`src/rtl/time_set_pkg.sv`:
```
// Shared types and constants for the time-setting controller.
// Holds the FSM state enum, the edit_field codes and the capture clamp helper.
package time_set_pkg;

    localparam int TIME_W = 8;

    typedef enum logic [2:0] {
        RUN,
        SET_HOUR,
        SET_MIN,
        SET_SEC,
        COMMIT
    } state_e;

    localparam logic [1:0] FIELD_NONE = 2'd0;
    localparam logic [1:0] FIELD_HOUR = 2'd1;
    localparam logic [1:0] FIELD_MIN  = 2'd2;
    localparam logic [1:0] FIELD_SEC  = 2'd3;

    // Out-of-range running values are pinned to the top legal value on capture.
    function automatic logic [TIME_W-1:0] clamp_field(input logic [TIME_W-1:0] v,
                                                      input int modulus);
        if (int'(v) >= modulus) begin
            return TIME_W'(modulus - 1);
        end
        return v;
    endfunction

endpackage

```
`src/rtl/time_set_ctrl_wrap_step.sv`:
```
// Single-field modular step: +1 / -1 with wrap at the field modulus.
// inc and dec together cancel and leave the value unchanged.
module wrap_step
    import time_set_pkg::*;
#(
    parameter int MODULUS = 60
) (
    input  logic [TIME_W-1:0] value_i,
    input  logic              inc_i,
    input  logic              dec_i,
    output logic [TIME_W-1:0] next_o
);

    localparam logic [TIME_W-1:0] TOP = TIME_W'(MODULUS - 1);

    always_comb begin
        next_o = value_i;
        if (inc_i && !dec_i) begin
            next_o = (value_i == TOP) ? '0 : value_i + 1'b1;
        end else if (dec_i && !inc_i) begin
            next_o = (value_i == '0) ? TOP : value_i - 1'b1;
        end
    end

endmodule

```
`src/rtl/time_set_ctrl.sv`:
```
// Button-driven time-setting controller feeding en/modify/cur_*_modified to the clock.
// Optional idle auto-abort is enabled with the TIME_SET_TIMEOUT_EN macro.
module time_set_ctrl
    import time_set_pkg::*;
#(
    parameter int HOUR           = 24,
    parameter int MINUTE         = 60,
    parameter int SECOND         = 60,
    parameter int COMMIT_CYCLES  = 2,
    parameter int TIMEOUT_CYCLES = 1000
) (
    input  logic              clk,
    input  logic              rst,
    input  logic              btn_mode,
    input  logic              btn_inc,
    input  logic              btn_dec,
    input  logic [TIME_W-1:0] cur_hour,
    input  logic [TIME_W-1:0] cur_minute,
    input  logic [TIME_W-1:0] cur_second,
    output logic              en,
    output logic              modify,
    output logic [TIME_W-1:0] cur_hour_modified,
    output logic [TIME_W-1:0] cur_minute_modified,
    output logic [TIME_W-1:0] cur_second_modified,
    output logic [1:0]        edit_field
);

    localparam int CW = (COMMIT_CYCLES > 1) ? $clog2(COMMIT_CYCLES) : 1;

    state_e                 state_q, state_d;
    logic [CW-1:0]          cnt_q, cnt_d;
    logic                   en_q, en_d;
    logic                   modify_q, modify_d;
    logic [1:0]             field_q, field_d;
    logic [2:0][TIME_W-1:0] edit_q, edit_d, step, keep_vals;
    logic                   timeout;

    for (genvar gi = 0; gi < 3; gi++) begin : g_step
        wrap_step #(
            .MODULUS(gi == 0 ? HOUR : (gi == 1 ? MINUTE : SECOND))
        ) u_step (
            .value_i(edit_q[gi]),
            .inc_i  (btn_inc),
            .dec_i  (btn_dec),
            .next_o (step[gi])
        );
    end

`ifdef TIME_SET_TIMEOUT_EN
    localparam int IW = $clog2(TIMEOUT_CYCLES + 1);

    logic [IW-1:0]          idle_q;
    logic [2:0][TIME_W-1:0] keep_q;
    logic                   editing, any_btn;

    assign editing   = (field_q != FIELD_NONE);
    assign any_btn   = btn_mode | btn_inc | btn_dec;
    assign timeout   = editing && !any_btn && (idle_q == IW'(TIMEOUT_CYCLES - 1));
    assign keep_vals = keep_q;

    // keep_q remembers the last committed time so an abort can restore it.
    always_ff @(posedge clk or posedge rst) begin
        if (rst) begin
            idle_q <= '0;
            keep_q <= '0;
        end else begin
            idle_q <= (!editing || any_btn) ? '0 : idle_q + 1'b1;
            if (state_q == SET_SEC && btn_mode) begin
                keep_q <= edit_q;
            end
        end
    end
`else
    // Without the feature the abort path is constant-false.
    assign timeout   = (TIMEOUT_CYCLES < 0);
    assign keep_vals = edit_q;
`endif

    always_ff @(posedge clk or posedge rst) begin
        if (rst) begin
            state_q  <= RUN;
            cnt_q    <= '0;
            en_q     <= 1'b1;
            modify_q <= 1'b0;
            field_q  <= FIELD_NONE;
            edit_q   <= '0;
        end else begin
            state_q  <= state_d;
            cnt_q    <= cnt_d;
            en_q     <= en_d;
            modify_q <= modify_d;
            field_q  <= field_d;
            edit_q   <= edit_d;
        end
    end

    always_comb begin
        state_d = state_q;
        cnt_d   = cnt_q;
        case (state_q)
            RUN:      if (btn_mode) state_d = SET_HOUR;
            SET_HOUR: if (btn_mode) state_d = SET_MIN;
            SET_MIN:  if (btn_mode) state_d = SET_SEC;
            SET_SEC: begin
                if (btn_mode) begin
                    state_d = COMMIT;
                    cnt_d   = '0;
                end
            end
            COMMIT: begin
                if (cnt_q == CW'(COMMIT_CYCLES - 1)) begin
                    state_d = RUN;
                end else begin
                    cnt_d = cnt_q + 1'b1;
                end
            end
            default: state_d = RUN;
        endcase
        if (timeout) begin
            state_d = RUN;
        end
    end

    // Outputs are decoded from the next state so they land in registers.
    always_comb begin
        en_d     = (state_d == RUN);
        modify_d = (state_d == COMMIT);
        case (state_d)
            SET_HOUR: field_d = FIELD_HOUR;
            SET_MIN:  field_d = FIELD_MIN;
            SET_SEC:  field_d = FIELD_SEC;
            default:  field_d = FIELD_NONE;
        endcase
    end

    always_comb begin
        edit_d = edit_q;
        if (state_q == RUN && btn_mode) begin
            edit_d[0] = clamp_field(cur_hour, HOUR);
            edit_d[1] = clamp_field(cur_minute, MINUTE);
            edit_d[2] = clamp_field(cur_second, SECOND);
        end else if (timeout) begin
            edit_d = keep_vals;
        end else if (!btn_mode) begin
            for (int i = 0; i < 3; i++) begin
                if (field_q == 2'(i + 1)) begin
                    edit_d[i] = step[i];
                end
            end
        end
    end

    assign en                  = en_q;
    assign modify              = modify_q;
    assign edit_field          = field_q;
    assign cur_hour_modified   = edit_q[0];
    assign cur_minute_modified = edit_q[1];
    assign cur_second_modified = edit_q[2];

endmodule

```
`config.mk`:
```
export PLATFORM = sky130hd
export DESIGN_NAME = time_set_ctrl
export DESIGN_NICKNAME = d
export VERILOG_FILES = /design/src/rtl/time_set_pkg.sv /design/src/rtl/time_set_ctrl_wrap_step.sv /design/src/rtl/time_set_ctrl.sv
export SDC_FILE = /design/constraint.sdc
export NUM_CORES = 1
export LEC_CHECK = 0
export CELL_PAD_IN_SITES_DETAIL_PLACEMENT = 1
export CELL_PAD_IN_SITES_GLOBAL_PLACEMENT = 1
export CORE_MARGIN = 2
export CORE_UTILIZATION = 40
export CTS_CLUSTER_DIAMETER = 60
export CTS_CLUSTER_SIZE = 40
export DETAILED_ROUTE_END_ITERATION = 16
export GPL_ROUTABILITY_DRIVEN = 0
export GPL_TIMING_DRIVEN = 0
export PLACE_DENSITY = 0.9
export SYNTH_ARGS = -nofsm -noshare
export SYNTH_HDL_FRONTEND = slang
export SYNTH_HIERARCHICAL = 1
export SYNTH_SLANG_ARGS = --single-unit
```
`constraint.sdc`:
```
create_clock -name clk -period 2.3 [get_ports clk]
set_input_delay 0.46 -clock clk [delete_from_list [all_inputs] [get_ports clk]]
set_output_delay 0.46 -clock clk [all_outputs]
set_load 0.005 [all_outputs]
```
Word level (Yosys, flattened, before mapping)
Index checks and enable logic that the tools add are counted.

Bits in registers: 32. Input bits: 29. Output and inout bits: 28. Logic and storage cells: 92.

Muxes and demuxes: 39. Add/subtract/negate cells: 7. Order comparisons: 3. Reduce and logical (&&, ||, !) cells: 19. Equal/unequal tests: 16.

Operator list (number): $mux W8 (21); $mux W24 (2); $add A8 B1 Y8 const B (3); $logic_not A8 Y1 (3); $sub A8 B1 Y8 const B (3); $eq A8 B6 Y1 const B (2); $ge A8 B6 Y1 const B (2); $mux W3 (5); $pmux W3 S5 (1); $eq A3 B2 Y1 const B (4); $reduce_and A3 Y1 (3); $eq A8 B5 Y1 const B (1); $ge A8 B5 Y1 const B (1); $mux W1 (8); $reduce_bool A2 Y1 (4); $eq A3 B1 Y1 const B (2); $eq A3 B3 Y1 const B (2); $logic_not A3 Y1 (2); $pmux W2 S3 (1); $eq A2 B2 Y1 const B (2); $logic_and A1 B1 Y1 (3); $reduce_bool A3 Y1 (1); $eq A2 B1 Y1 const B (1); $logic_not A1 Y1 (2); 5 further kinds (5).

Logic depth before layout (Yosys ltp)
Depth in word-level cells: 7. Gate-level depth with buffers: 9. Mapped depth without buffers: 9.

Hierarchy
The synthesis kept the hierarchy.

By module, submodules not included: time_set_ctrl (cells each 130, sequential area each 802.0 um^2, area an instance 1516.5 um^2, instances 1); wrap_step at g_step[1].u_step ... (cells each 70, sequential area each 0.0 um^2, area an instance 489.2 um^2, instances 2); wrap_step at g_step[0].u_step (cells each 67, sequential area each 0.0 um^2, area an instance 461.7 um^2, instances 1).

Least setup slack after synthesis
OpenSTA, ideal clock, no wires.

Path type: register -> register. Start point: register edit_q (netlist bit cur_second_modified[0]). End point: register edit_q (netlist bit cur_second_modified[3]). Required time: 2.175 ns. Buffers on the path: 0. Setup time: 0.125 ns. Stages on the path, launching flop included: 9. Data arrival time: 1.987 ns. Setup slack: 0.188 ns. Period minus slack after synthesis: 2.112 ns. Cell sequence: dfrtp_1 inv_1 ha_1 and4bb_2 nand3_4 o21ai_2 or3b_1 mux2_2 mux2_2.

RTL lines: start: declaration (RTL line time_set_ctrl.sv:35) `logic [2:0][TIME_W-1:0] edit_q, edit_d, step, keep_vals;`; start signal: assignment (RTL line time_set_ctrl.sv:93) `edit_q <= edit_d;`.

==> metrics.csv <==
metric;value;unit
status;finished, final reports clean;
syn_area_per_cell;8.77;sq um
final_area;3780;sq um
rr_worst_depth;8;
yosysTopAreaCell;dfrtp_1;
yosys.area_share.simple;0.324;
synth-edff-count;0;
synth_xor_area_frac;0.0237;
crit_path_end_kind;register;
pin_count;57;
post-route-min-period;2.25;ns
overflow;0;
routed_wl;9.12;mm
hold_ws;0.530;ns
grt_max_degree;33;
synth_warnings;6;
grt.total_usage;0.225;
crit_path_end;cur_second_modified[4]$_DFFE_PP0P_;
timing.rr.start;cur_second_modified[0]$_DFFE_PP0P_;
crit_type;reg -> reg;
finalHoldViolCount;0;
rows;31;
synth_ff_type;dfrtp_1;
async_flop_share;1.00;
muxShareOfSynthArea;0.0736;
post_dp_cell_area;3620;sq um
drv_slew;0;
core;7210;sq um
power.density;1050;nW/um^2
yosysMostFrequentCell;dfrtp_1;
hold_buffers;0;
cts_made_buffers;5;
syn-num-nets;372;
viasPerCell;5.88;
cts_root_buffer;clkbuf_8;
grt_pass1_wl;14.9;mm
path_clk_slew;0.07;ns
ys_top_cells_by_count;dfrtp_1, nor2_1, nand2_1;
synth-adder-area-share;0.0254;
die_area;8100;sq um
crit_start;cur_second_modified[0]$_DFFE_PP0P_;
clk_latency;0.29;ns
critPathLaunchType;register;
clock_skew;0.00273;ns
start_util;0.410;
hp-class;in -> reg;
synth_top_family_by_area;simple AND/OR/NAND/NOR gates;
crit_fanout;6;
antenna_cells;0;
synth_compound_area_frac;0.219;
antenna_found_initial;0;
wl_per_cell;18.2;um
cap_violations;0;
synthTopCellsByArea;dfrtp_1, mux2i_1, nor2_1;
fin_nets;437;
synth_cell_types;67;
synth-seq-area-share;0.271;
initialDrtViolationCount;153;
firstDrtPassIters;4;
reg2reg_setup_slack;0.05;ns
p_leak;1.48;nW
cts_max_level;2;
cts.sinks;32;
drt_drc_violations_left;0;
critPathArrivalTime;2.43;ns
synthCells;337;
hpwl;6.60;mm
port_buffers;54;
cts_buffer_depth;2;
layout-drive-gt1-share;0.176;
grt_pass1_vias;3052;
max_clock_freq;0.444;GHz
die_h;90.0;um
tightestPinTransition;1.13;ns
reg2reg_to;cur_second_modified[4]$_DFFE_PP0P_;
slew_headroom;0.247;
peakVddDrop;0.000505;V
vias;2952;
power.total;3.95;mW
period_share;0.978;
cts_tree;built;
synth_top_area_frac;0.262;
rsz0062_at_grt;no;
area_growth;27.8;%
die_x;90.0;um
synth_seq_cells;32;
required;2.48;ns
syn_area;2960;sq um
ant_nets;0;
final-setup-viol-count;0;
## sequential cells by signal, summed over array words and instances, names as in the netlist
name	cells
cur_hour_modified	8
cur_minute_modified	8
cur_second_modified	8
state_q	3
edit_field	2
cnt_q	1
en	1
modify	1
## report_power, final
part	internal [mW]	total, mW	switching [mW]
combinational	1.17	2.31	1.14
clock	0.320	0.549	0.229
sequential	0.774	1.10	0.327
total	2.26	3.95	1.70
## metrics by stage
step | setup TNS (ns) | setup slack [ns] | std cells | utilization
2_1_floorplan | 0 | 0.188 | 337 | -
3_3_place_gp | -4.17 | -0.632 | 490 | 0.502
3_5_place_dp | -5.24 | -0.657 | 490 | 0.502
4_1_cts | 0 | 0.00159 | 498 | 0.518
5_1_grt | 0 | 0.00324 | 502 | 0.524
6_report | 0 | 0.0495 | 502 | 0.524
## cell usage in the layout, fill, tap and decap left out, drive strengths merged, types with 3 or more instances in the layout
master and count:
a21o 6, mux2 6, buf 23, a22o 7
o32a 7, nand3 20, a21oi 17, o211ai 3
nor3 13, or3 5, xnor2 6, ha 6
o2bb2ai 3, clkdlybuf4s50 53, nor4 10, dfrtp 31
o22ai 5, nor2b 6, nand3b 3, mux2i 15
nand2b 9, nand2 19, or2 3, a22oi 7
o21ai 20, and4 4, nor3b 4, and3 5
inv 12, nor2 30, clkbuf 7
## metal layers
metal | GRT usage | wire, um | vias up
met2 | 0.406 | 4820 | 71
met1 | 0.276 | 3840 | 1467
li1 | - | - | 1402
met5 | 0 | 0 | -
met4 | 0.0641 | 120 | 0
met3 | 0.0369 | 339 | 12
## cell families after synthesis
group	Yosys count
adder cells (fa/ha/maj)	6
multiplexers	21
buffers and inverters	33
flip-flops	32
AND/OR/NAND/NOR	147
XOR/XNOR	8
AO/OA/AOI/OAI	90
## how the worst min path moves through the flow
stage / cells after the start / start / endpoint / slack [ns]
after detailed placement: 2 / cnt_q$_DFFE_PP0P_ / cnt_q$_DFFE_PP0P_ / 0.53
after global placement: 2 / cnt_q$_DFFE_PP0P_ / cnt_q$_DFFE_PP0P_ / 0.50
after floorplan: 2 / cnt_q$_DFFE_PP0P_ / cnt_q$_DFFE_PP0P_ / 0.48
after global routing: 3 / btn_mode / edit_field[0]$_DFF_PP0_ / 0.55
final: 3 / btn_mode / edit_field[0]$_DFF_PP0_ / 0.53
after CTS: 3 / btn_mode / edit_field[0]$_DFF_PP0_ / 0.52
## cell type report
type / count / area [sq um]
Sequential cell: 32 / 805
Timing Repair Buffer: 58 / 572
Fill cell: 866 / 3440
Buffer: 21 / 141
Clock inverter: 3 / 42.5
Multi-Input combinational cell: 272 / 1980
Inverter: 12 / 45.0
Tap cell: 99 / 124
Clock buffer: 5 / 68.8
## worst max-delay path: stages (launching register included)
cell      delay [ns]
dfrtp_2         0.45
inv_1           0.09
ha_1            0.22
and4bb_2        0.33
nor2b_1         0.21
o21ai_0         0.11
o32a_1          0.22
mux2_2          0.27
mux2_2          0.25
## what timing repair did
item                                    in CTS  in global routing
hold endpoints to repair                     0                  0
gates resized for setup                      5                  2
setup buffers                                0                  4
endpoints found under the setup margin       4                  2
No activity file was read; power rests on OpenSTA's default activity.
